## config.mk

```make
export PLATFORM = sky130hd
export DESIGN_NAME = muldiv_flat
export DESIGN_NICKNAME = d
export VERILOG_FILES = /design/src/rtl/muldiv_if.sv /design/src/rtl/muldiv.sv /design/src/flat_wrapper.sv
export SDC_FILE = /design/constraint.sdc
export NUM_CORES = 1
export LEC_CHECK = 0
export ABC_AREA = 1
export CELL_PAD_IN_SITES_DETAIL_PLACEMENT = 0
export CELL_PAD_IN_SITES_GLOBAL_PLACEMENT = 2
export CORE_UTILIZATION = 34
export CTS_CLUSTER_SIZE = 24
export DETAILED_ROUTE_END_ITERATION = 12
export HOLD_SLACK_MARGIN = 0.1
export PLACE_DENSITY_LB_ADDON = 0.1
export SKIP_LAST_GASP = 1
export SLEW_MARGIN = 20
export SYNTH_ARGS = -nofsm -noshare
export SYNTH_HDL_FRONTEND = slang
export SYNTH_SLANG_ARGS = --single-unit
```

## constraint.sdc

```tcl
create_clock -name clk -period 4.5 [get_ports clk]
set_clock_uncertainty 0.2 [all_clocks]
set_input_delay 0.675 -clock clk [delete_from_list [all_inputs] [get_ports clk]]
set_output_delay 0.675 -clock clk [all_outputs]
set_load 0.05 [all_outputs]
```

## src/rtl/muldiv_if.sv

```systemverilog
// Operand/result bundle between the execute stage and the iterative multiply/divide unit.
// A request is taken at a rising edge while start=1, flush=0 and busy=0; results are valid for the single done cycle.
interface muldiv_if #(
  parameter int WIDTH = 16
);
  logic             start;
  logic [1:0]       Op;
  logic             sign;
  logic [WIDTH-1:0] A;
  logic [WIDTH-1:0] B;
  logic             flush;
  logic             busy;
  logic             done;
  logic [WIDTH-1:0] Out;
  logic             Ofl;
  logic             divz;
  logic [1:0]       state;

  modport master (
    output start, Op, sign, A, B, flush,
    input  busy, done, Out, Ofl, divz, state
  );

  modport slave (
    input  start, Op, sign, A, B, flush,
    output busy, done, Out, Ofl, divz, state
  );
endinterface

```

## src/rtl/muldiv.sv

```systemverilog
// Iterative 16-bit multiply/divide: 16 shift-add or restoring shift-subtract steps,
// then one cycle of sign fix-up before a single-cycle done pulse.
module muldiv #(
  parameter int WIDTH = 16
) (
  input  logic     clk,
  input  logic     rst,
  muldiv_if.slave  bus
);

  typedef enum logic [1:0] {IDLE = 2'd0, RUN = 2'd1, FIX = 2'd2, DONE = 2'd3} state_t;

  state_t               state_q, state_d;
  logic [1:0]           op_r;
  logic                 sign_r;
  logic                 neg_a, neg_b;
  logic [WIDTH-1:0]     a_mag, b_mag;
  logic [3:0]           cnt;
  logic [2*WIDTH-1:0]   prod;
  logic [WIDTH-1:0]     rem_q, dvd_q;
  logic [WIDTH-1:0]     out_q;
  logic                 ofl_q, divz_q;

  logic                 accept, divz_in, a_neg_in, b_neg_in;
  logic [WIDTH-1:0]     a_mag_in, b_mag_in;
  logic [WIDTH:0]       trial;
  logic                 ge;
  logic [WIDTH-1:0]     diff;
  logic [2*WIDTH-1:0]   addend;
  logic [2*WIDTH-1:0]   prod_s;
  logic [WIDTH-1:0]     quo_s, rem_s, res;
  logic                 res_ofl, mul_ofl, div_ofl;

  assign accept   = bus.start && !bus.flush && (state_q == IDLE || state_q == DONE);
  assign divz_in  = (bus.Op == 2'b01 || bus.Op == 2'b10) && (bus.B == '0);
  assign a_neg_in = bus.sign && bus.A[WIDTH-1];
  assign b_neg_in = bus.sign && bus.B[WIDTH-1];
  assign a_mag_in = a_neg_in ? -bus.A : bus.A;
  assign b_mag_in = b_neg_in ? -bus.B : bus.B;

  // Restoring step: the dividend shifts out its MSB while quotient bits shift in at the bottom.
  assign trial  = {rem_q, dvd_q[WIDTH-1]};
  assign ge     = trial >= {1'b0, b_mag};
  assign diff   = trial[WIDTH-1:0] - b_mag;
  assign addend = {{WIDTH{1'b0}}, a_mag} << cnt;

  assign prod_s  = (neg_a ^ neg_b) ? -prod : prod;
  assign quo_s   = (neg_a ^ neg_b) ? -dvd_q : dvd_q;
  assign rem_s   = neg_a ? -rem_q : rem_q;
  assign mul_ofl = sign_r ? (prod_s[2*WIDTH-1:WIDTH] != {WIDTH{prod_s[WIDTH-1]}})
                          : (prod[2*WIDTH-1:WIDTH] != '0);
  // Only -32768 / -1 yields a quotient magnitude that cannot be represented.
  assign div_ofl = sign_r && neg_a && neg_b && (a_mag == {1'b1, {(WIDTH-1){1'b0}}})
                   && (b_mag == {{(WIDTH-1){1'b0}}, 1'b1});

  always_comb begin
    res     = prod_s[WIDTH-1:0];
    res_ofl = mul_ofl;
    case (op_r)
      2'b01: begin res = quo_s; res_ofl = div_ofl; end
      2'b10: begin res = rem_s; res_ofl = 1'b0;    end
      default: ;
    endcase
  end

  always_ff @(posedge clk or posedge rst) begin
    if (rst) state_q <= IDLE;
    else     state_q <= state_d;
  end

  always_comb begin
    state_d = state_q;
    case (state_q)
      IDLE, DONE: state_d = accept ? (divz_in ? DONE : RUN) : IDLE;
      RUN:        if (bus.flush) state_d = IDLE;
                  else if (cnt == 4'd15) state_d = FIX;
      FIX:        state_d = bus.flush ? IDLE : DONE;
      default:    state_d = IDLE;
    endcase
  end

  always_ff @(posedge clk or posedge rst) begin
    if (rst) begin
      op_r <= '0; sign_r <= 1'b0; neg_a <= 1'b0; neg_b <= 1'b0;
      a_mag <= '0; b_mag <= '0; cnt <= '0; prod <= '0;
      rem_q <= '0; dvd_q <= '0; out_q <= '0; ofl_q <= 1'b0; divz_q <= 1'b0;
    end else if (accept) begin
      op_r   <= bus.Op;
      sign_r <= bus.sign;
      neg_a  <= a_neg_in;
      neg_b  <= b_neg_in;
      a_mag  <= a_mag_in;
      b_mag  <= b_mag_in;
      cnt    <= '0;
      prod   <= '0;
      rem_q  <= '0;
      dvd_q  <= a_mag_in;
      ofl_q  <= 1'b0;
      divz_q <= divz_in;
      if (divz_in) out_q <= (bus.Op == 2'b01) ? {WIDTH{1'b1}} : bus.A;
    end else if (state_q == RUN && !bus.flush) begin
      cnt   <= cnt + 4'd1;
      if (b_mag[cnt]) prod <= prod + addend;
      rem_q <= ge ? diff : trial[WIDTH-1:0];
      dvd_q <= {dvd_q[WIDTH-2:0], ge};
    end else if (state_q == FIX && !bus.flush) begin
      out_q <= res;
      ofl_q <= res_ofl;
    end
  end

  assign bus.busy  = (state_q == RUN) || (state_q == FIX);
  assign bus.done  = (state_q == DONE);
  assign bus.Out   = out_q;
  assign bus.Ofl   = ofl_q;
  assign bus.divz  = divz_q;
  assign bus.state = state_q;

endmodule

```

## src/flat_wrapper.sv

```systemverilog
// flat-port wrapper written by rule: the top's interface ports become plain ports
module muldiv_flat 
#(
  parameter int WIDTH = 16
)
  (clk, rst, bus_start, bus_Op, bus_sign, bus_A, bus_B, bus_flush, bus_busy, bus_done, bus_Out, bus_Ofl, bus_divz, bus_state);
  muldiv_if #(.WIDTH(WIDTH)) bus_i ();
  input  logic clk;
  input  logic rst;
  input wire logic [$bits(bus_i.start)-1:0] bus_start;
  input wire logic [$bits(bus_i.Op)-1:0] bus_Op;
  input wire logic [$bits(bus_i.sign)-1:0] bus_sign;
  input wire logic [$bits(bus_i.A)-1:0] bus_A;
  input wire logic [$bits(bus_i.B)-1:0] bus_B;
  input wire logic [$bits(bus_i.flush)-1:0] bus_flush;
  output wire logic [$bits(bus_i.busy)-1:0] bus_busy;
  output wire logic [$bits(bus_i.done)-1:0] bus_done;
  output wire logic [$bits(bus_i.Out)-1:0] bus_Out;
  output wire logic [$bits(bus_i.Ofl)-1:0] bus_Ofl;
  output wire logic [$bits(bus_i.divz)-1:0] bus_divz;
  output wire logic [$bits(bus_i.state)-1:0] bus_state;
  assign bus_i.start = bus_start;
  assign bus_i.Op = bus_Op;
  assign bus_i.sign = bus_sign;
  assign bus_i.A = bus_A;
  assign bus_i.B = bus_B;
  assign bus_i.flush = bus_flush;
  assign bus_busy = bus_i.busy;
  assign bus_done = bus_i.done;
  assign bus_Out = bus_i.Out;
  assign bus_Ofl = bus_i.Ofl;
  assign bus_divz = bus_i.divz;
  assign bus_state = bus_i.state;
  muldiv #(.WIDTH(WIDTH)) u_core (.clk(clk), .rst(rst), .bus(bus_i));
endmodule
```

==> flow_metrics.tcl, run 1 <==
set metrics [dict create \
    power_w 0.0101 \
    grt_pass1_vias 11200 \
    ant_nets 0 \
    drt_iter0_markers 1085 \
    crit_required_ns 4.61 \
    wirelength_um 43200 \
    syn_area_um2 11400 \
    wl_met2_um 17100 \
    ys_async_sr_fraction 1.00 \
    route.detailed.drc 0 \
    critPathMaxStageDelay_ns 0.55 \
    root_buffer "clkbuf_16" \
    ys_ff_latch 125 \
    synth-seq-area-share 0.275 \
    io_buffers 60 \
    die_h_um 185 \
    p_leak_nw 6.27 \
    drt_first_pass_iters 5 \
    final_common_cell "nand2_1" \
    avgSynthCellArea_um2 6.42 \
    ios 61 \
    clock-sinks 125 \
    clkTransAtPathRegs_ns 0.06 \
    die_w_um 185 \
    finalMaxSlewViolations 0 \
    finalCriticalPeriod_ns 4.03 \
    pre_cts_ws_ns 0.489 \
    power.density_nw_per_um2 774 \
    start_util 0.348 \
    slew_headroom 0.421 \
    syn_inst 1772 \
    worst_pin_slew_ns 0.860 \
    area_growth_pct 14.8 \
    drive_gt1_frac 0.0482 \
    fin_setup_tns_ns 0 \
    fmax_mhz 248 \
    drt-met1-wl_um 22700 \
    cp_top_family "simple AND/OR/NAND/NOR gates" \
    final_cell_mix "426 x nand2_1, 240 x o21ai_0, 220 x inv_1" \
    cts_tree "done" \
    syn-num-nets 1872 \
    hold_path_class "flop to flop" \
    cp-end-kind "flop" \
    cts_made_buffers 17 \
    gp_congestion 0.866 \
    wl_met3_um 2670 \
    grt_max_degree 75 \
    layout.nets 1911 \
    ys.warnings.count 0 \
    core_area_um2 32700 \
    critPathKind "flop to flop" \
    hpwlAfterDp_um 34700 \
    peakVddDrop_mv 0.305 \
    post-cts-setup-buffers 0 \
    insertion_delay_ns 0.45 \
    synth_edf_count 0 \
    cts_resized 0 \
    crit_slowest_cell "dfrtp_1" \
    startpoint "u_core.cnt[0]$_DFFE_PP0P_" \
    ys.flop_type "dfrtp_1" \
    cp.arrival_ns 4.14 \
    dieArea_um2 34200 \
    grt_overflow 0 \
    wl_per_cell_um 19.1 \
    cts_hold_buf 0 \
    fin_ws_ns 0.471 \
    via_per_inst 5.30 \
    max-cap-violations 0 \
    htree_levels 4 \
    synth_cell_types 55 \
    track_usage 0.261 \
    top_layer "met4" \
    crit_top_cell "nand2_1" \
    status "finished clean" \
    grt_setup_unrepaired "no" \
    period_share 0.895 \
    finalHoldViolations 0 \
    cp-start-kind "flop" \
    rr_startpoint "u_core.cnt[0]$_DFFE_PP0P_" \
    cp_cell_sequence "buf_4, o21ai_0, nand2_1, nor2_1, inv_1, nor2_1, inv_1, fa_1, inv_1, nand3_1, nand2_1, a21oi_1, o21ai_0, nand2_1, nand2_1, nand2_1, nand2_1, nand3_1, a21oi_1, o22ai_1" \
    setup_viol 0 \
    cts_buffer_depth 2 \
    holdCritStartpoint "u_core.bus.Out[12]$_DFFE_PP0P_" \
    critPathMaxFanout 19 \
    grt_pass1_wl_um 66500 \
    critPathBufInv 4 \
    vias 12000 \
    antenna_found_initial 4 \
    rows 66 \
]
-- through the flow --
step                      hold slack [ns]   util  std cells  area (um^2)
after floorplan                     0.253      -       1772        11400
after global placement              0.262  0.380       2234        12400
after detailed placement            0.265  0.380       2234        12400
after CTS                           0.281  0.399       2266        13100
after global routing                0.296  0.399       2266        13100
final                               0.275  0.399       2267        13100
-- flip-flops by register name, summed over array words and instances (netlist names) --
name	count
u_core.a_mag	16
u_core.dvd_q	16
u_core.cnt	4
u_core.sign_r	1
u_core.prod	32
u_core.bus.divz	1
u_core.b_mag	16
u_core.bus.state	2
u_core.bus.Out	16
u_core.rem_q	16
u_core.op_r	2
u_core.neg_a	1
u_core.bus.Ofl	1
u_core.neg_b	1
-- worst reg2reg max path, cell delays in order (launching register included) --
cell     delay (ns)
dfrtp_1        0.55
buf_4          0.27
o21ai_0        0.31
nand2_1        0.08
nor2_1         0.10
inv_1          0.05
nor2_1         0.13
inv_1          0.08
fa_1           0.38
inv_1          0.09
nand3_1        0.06
nand2_1        0.19
a21oi_1        0.13
o21ai_0        0.39
nand2_1        0.09
nand2_1        0.20
nand2_1        0.08
nand2_1        0.16
nand3_1        0.12
a21oi_1        0.15
o22ai_1        0.09
-- synth_stat cells, types with 4 or more instances --
master,instances,area (um^2)
nand4_1,14,87.6
o21a_1,5,37.5
nand2_2,5,31.3
a31oi_1,23,144
a21boi_0,4,30.0
inv_1,221,830
a21oi_2,5,43.8
nor3_1,35,175
dfrtp_1,125,3130
nand3_1,97,485
nor4_1,9,56.3
o21ai_1,19,95.1
o211ai_1,11,82.6
o21ai_0,240,1200
xor2_1,25,219
a21oi_1,130,651
nor2_1,153,574
nand2_1,426,1600
clkbuf_1,29,109
xnor2_1,16,140
buf_1,6,22.5
ha_1,59,738
o31ai_1,12,90.1
o221ai_1,13,114
o22ai_1,10,62.6
or2_2,7,43.8
inv_2,6,22.5
buf_2,17,85.1
mux2i_1,6,60.1
-- area by class of cell --
cell class | count | area [um^2]
tap | 442 | 553
clock inverter | 13 | 190
antenna | 1 | 2.50
sequential | 125 | 3130
fill | 3540 | 19600
inverter | 230 | 868
timing repair buffer | 78 | 748
multi-input combinational | 1359 | 7120
clock buffer | 19 | 443
-- per-layer routing --
metal  GRT usage  vias up
met3      0.0324       35
met5           0        -
li1            -     6034
met2       0.365      329
met1       0.411     5613
met4      0.0681        0
-- cells by family after synthesis --
logic type,after synthesis,share of synthesized area
buffers and inverters,288,0.0996
DFF,125,0.275
AOI/OAI and AO/OA,495,0.242
muxes,6,0.00528
xor gates and xnor gates,41,0.0316
adders and majority gates,61,0.0684
and+or+nand+nor,756,0.278
-- where the power goes --
group	switching [W]	internal [W]
Combinational	0.00447	0.00208
Clock	0.000583	0.000943
Sequential	0.000490	0.00154
-- final timing paths --
check / cells past startpoint / slack [ns] / endpoint
max in group asynchronous: 3 / 2.79 / u_core.bus.Out[15]$_DFFE_PP0P_
worst max register to register: 20 / 0.47 / u_core.prod[30]$_DFFE_PP0P_
worst min-delay path: 2 / 0.28 / u_core.bus.Out[12]$_DFFE_PP0P_
worst max-delay path: 20 / 0.47 / u_core.prod[30]$_DFFE_PP0P_
min in group asynchronous: 2 / 0.52 / u_core.bus.divz$_DFFE_PP0P_
worst min register to register: 2 / 0.28 / u_core.bus.Out[12]$_DFFE_PP0P_
(Power assumes the default switching activity.)
==> run 2: changes to the inputs <==
- SLEW_MARGIN: 20 -> 0
==> results of run 2 <==
Same layout as run 1: the final DEF is identical, and so are final timing and power.
==> run 3: changes to the inputs <==
- SLEW_MARGIN: 0 -> 25
==> results of run 3 <==
Same layout as run 1: the final DEF is identical, and so are final timing and power.
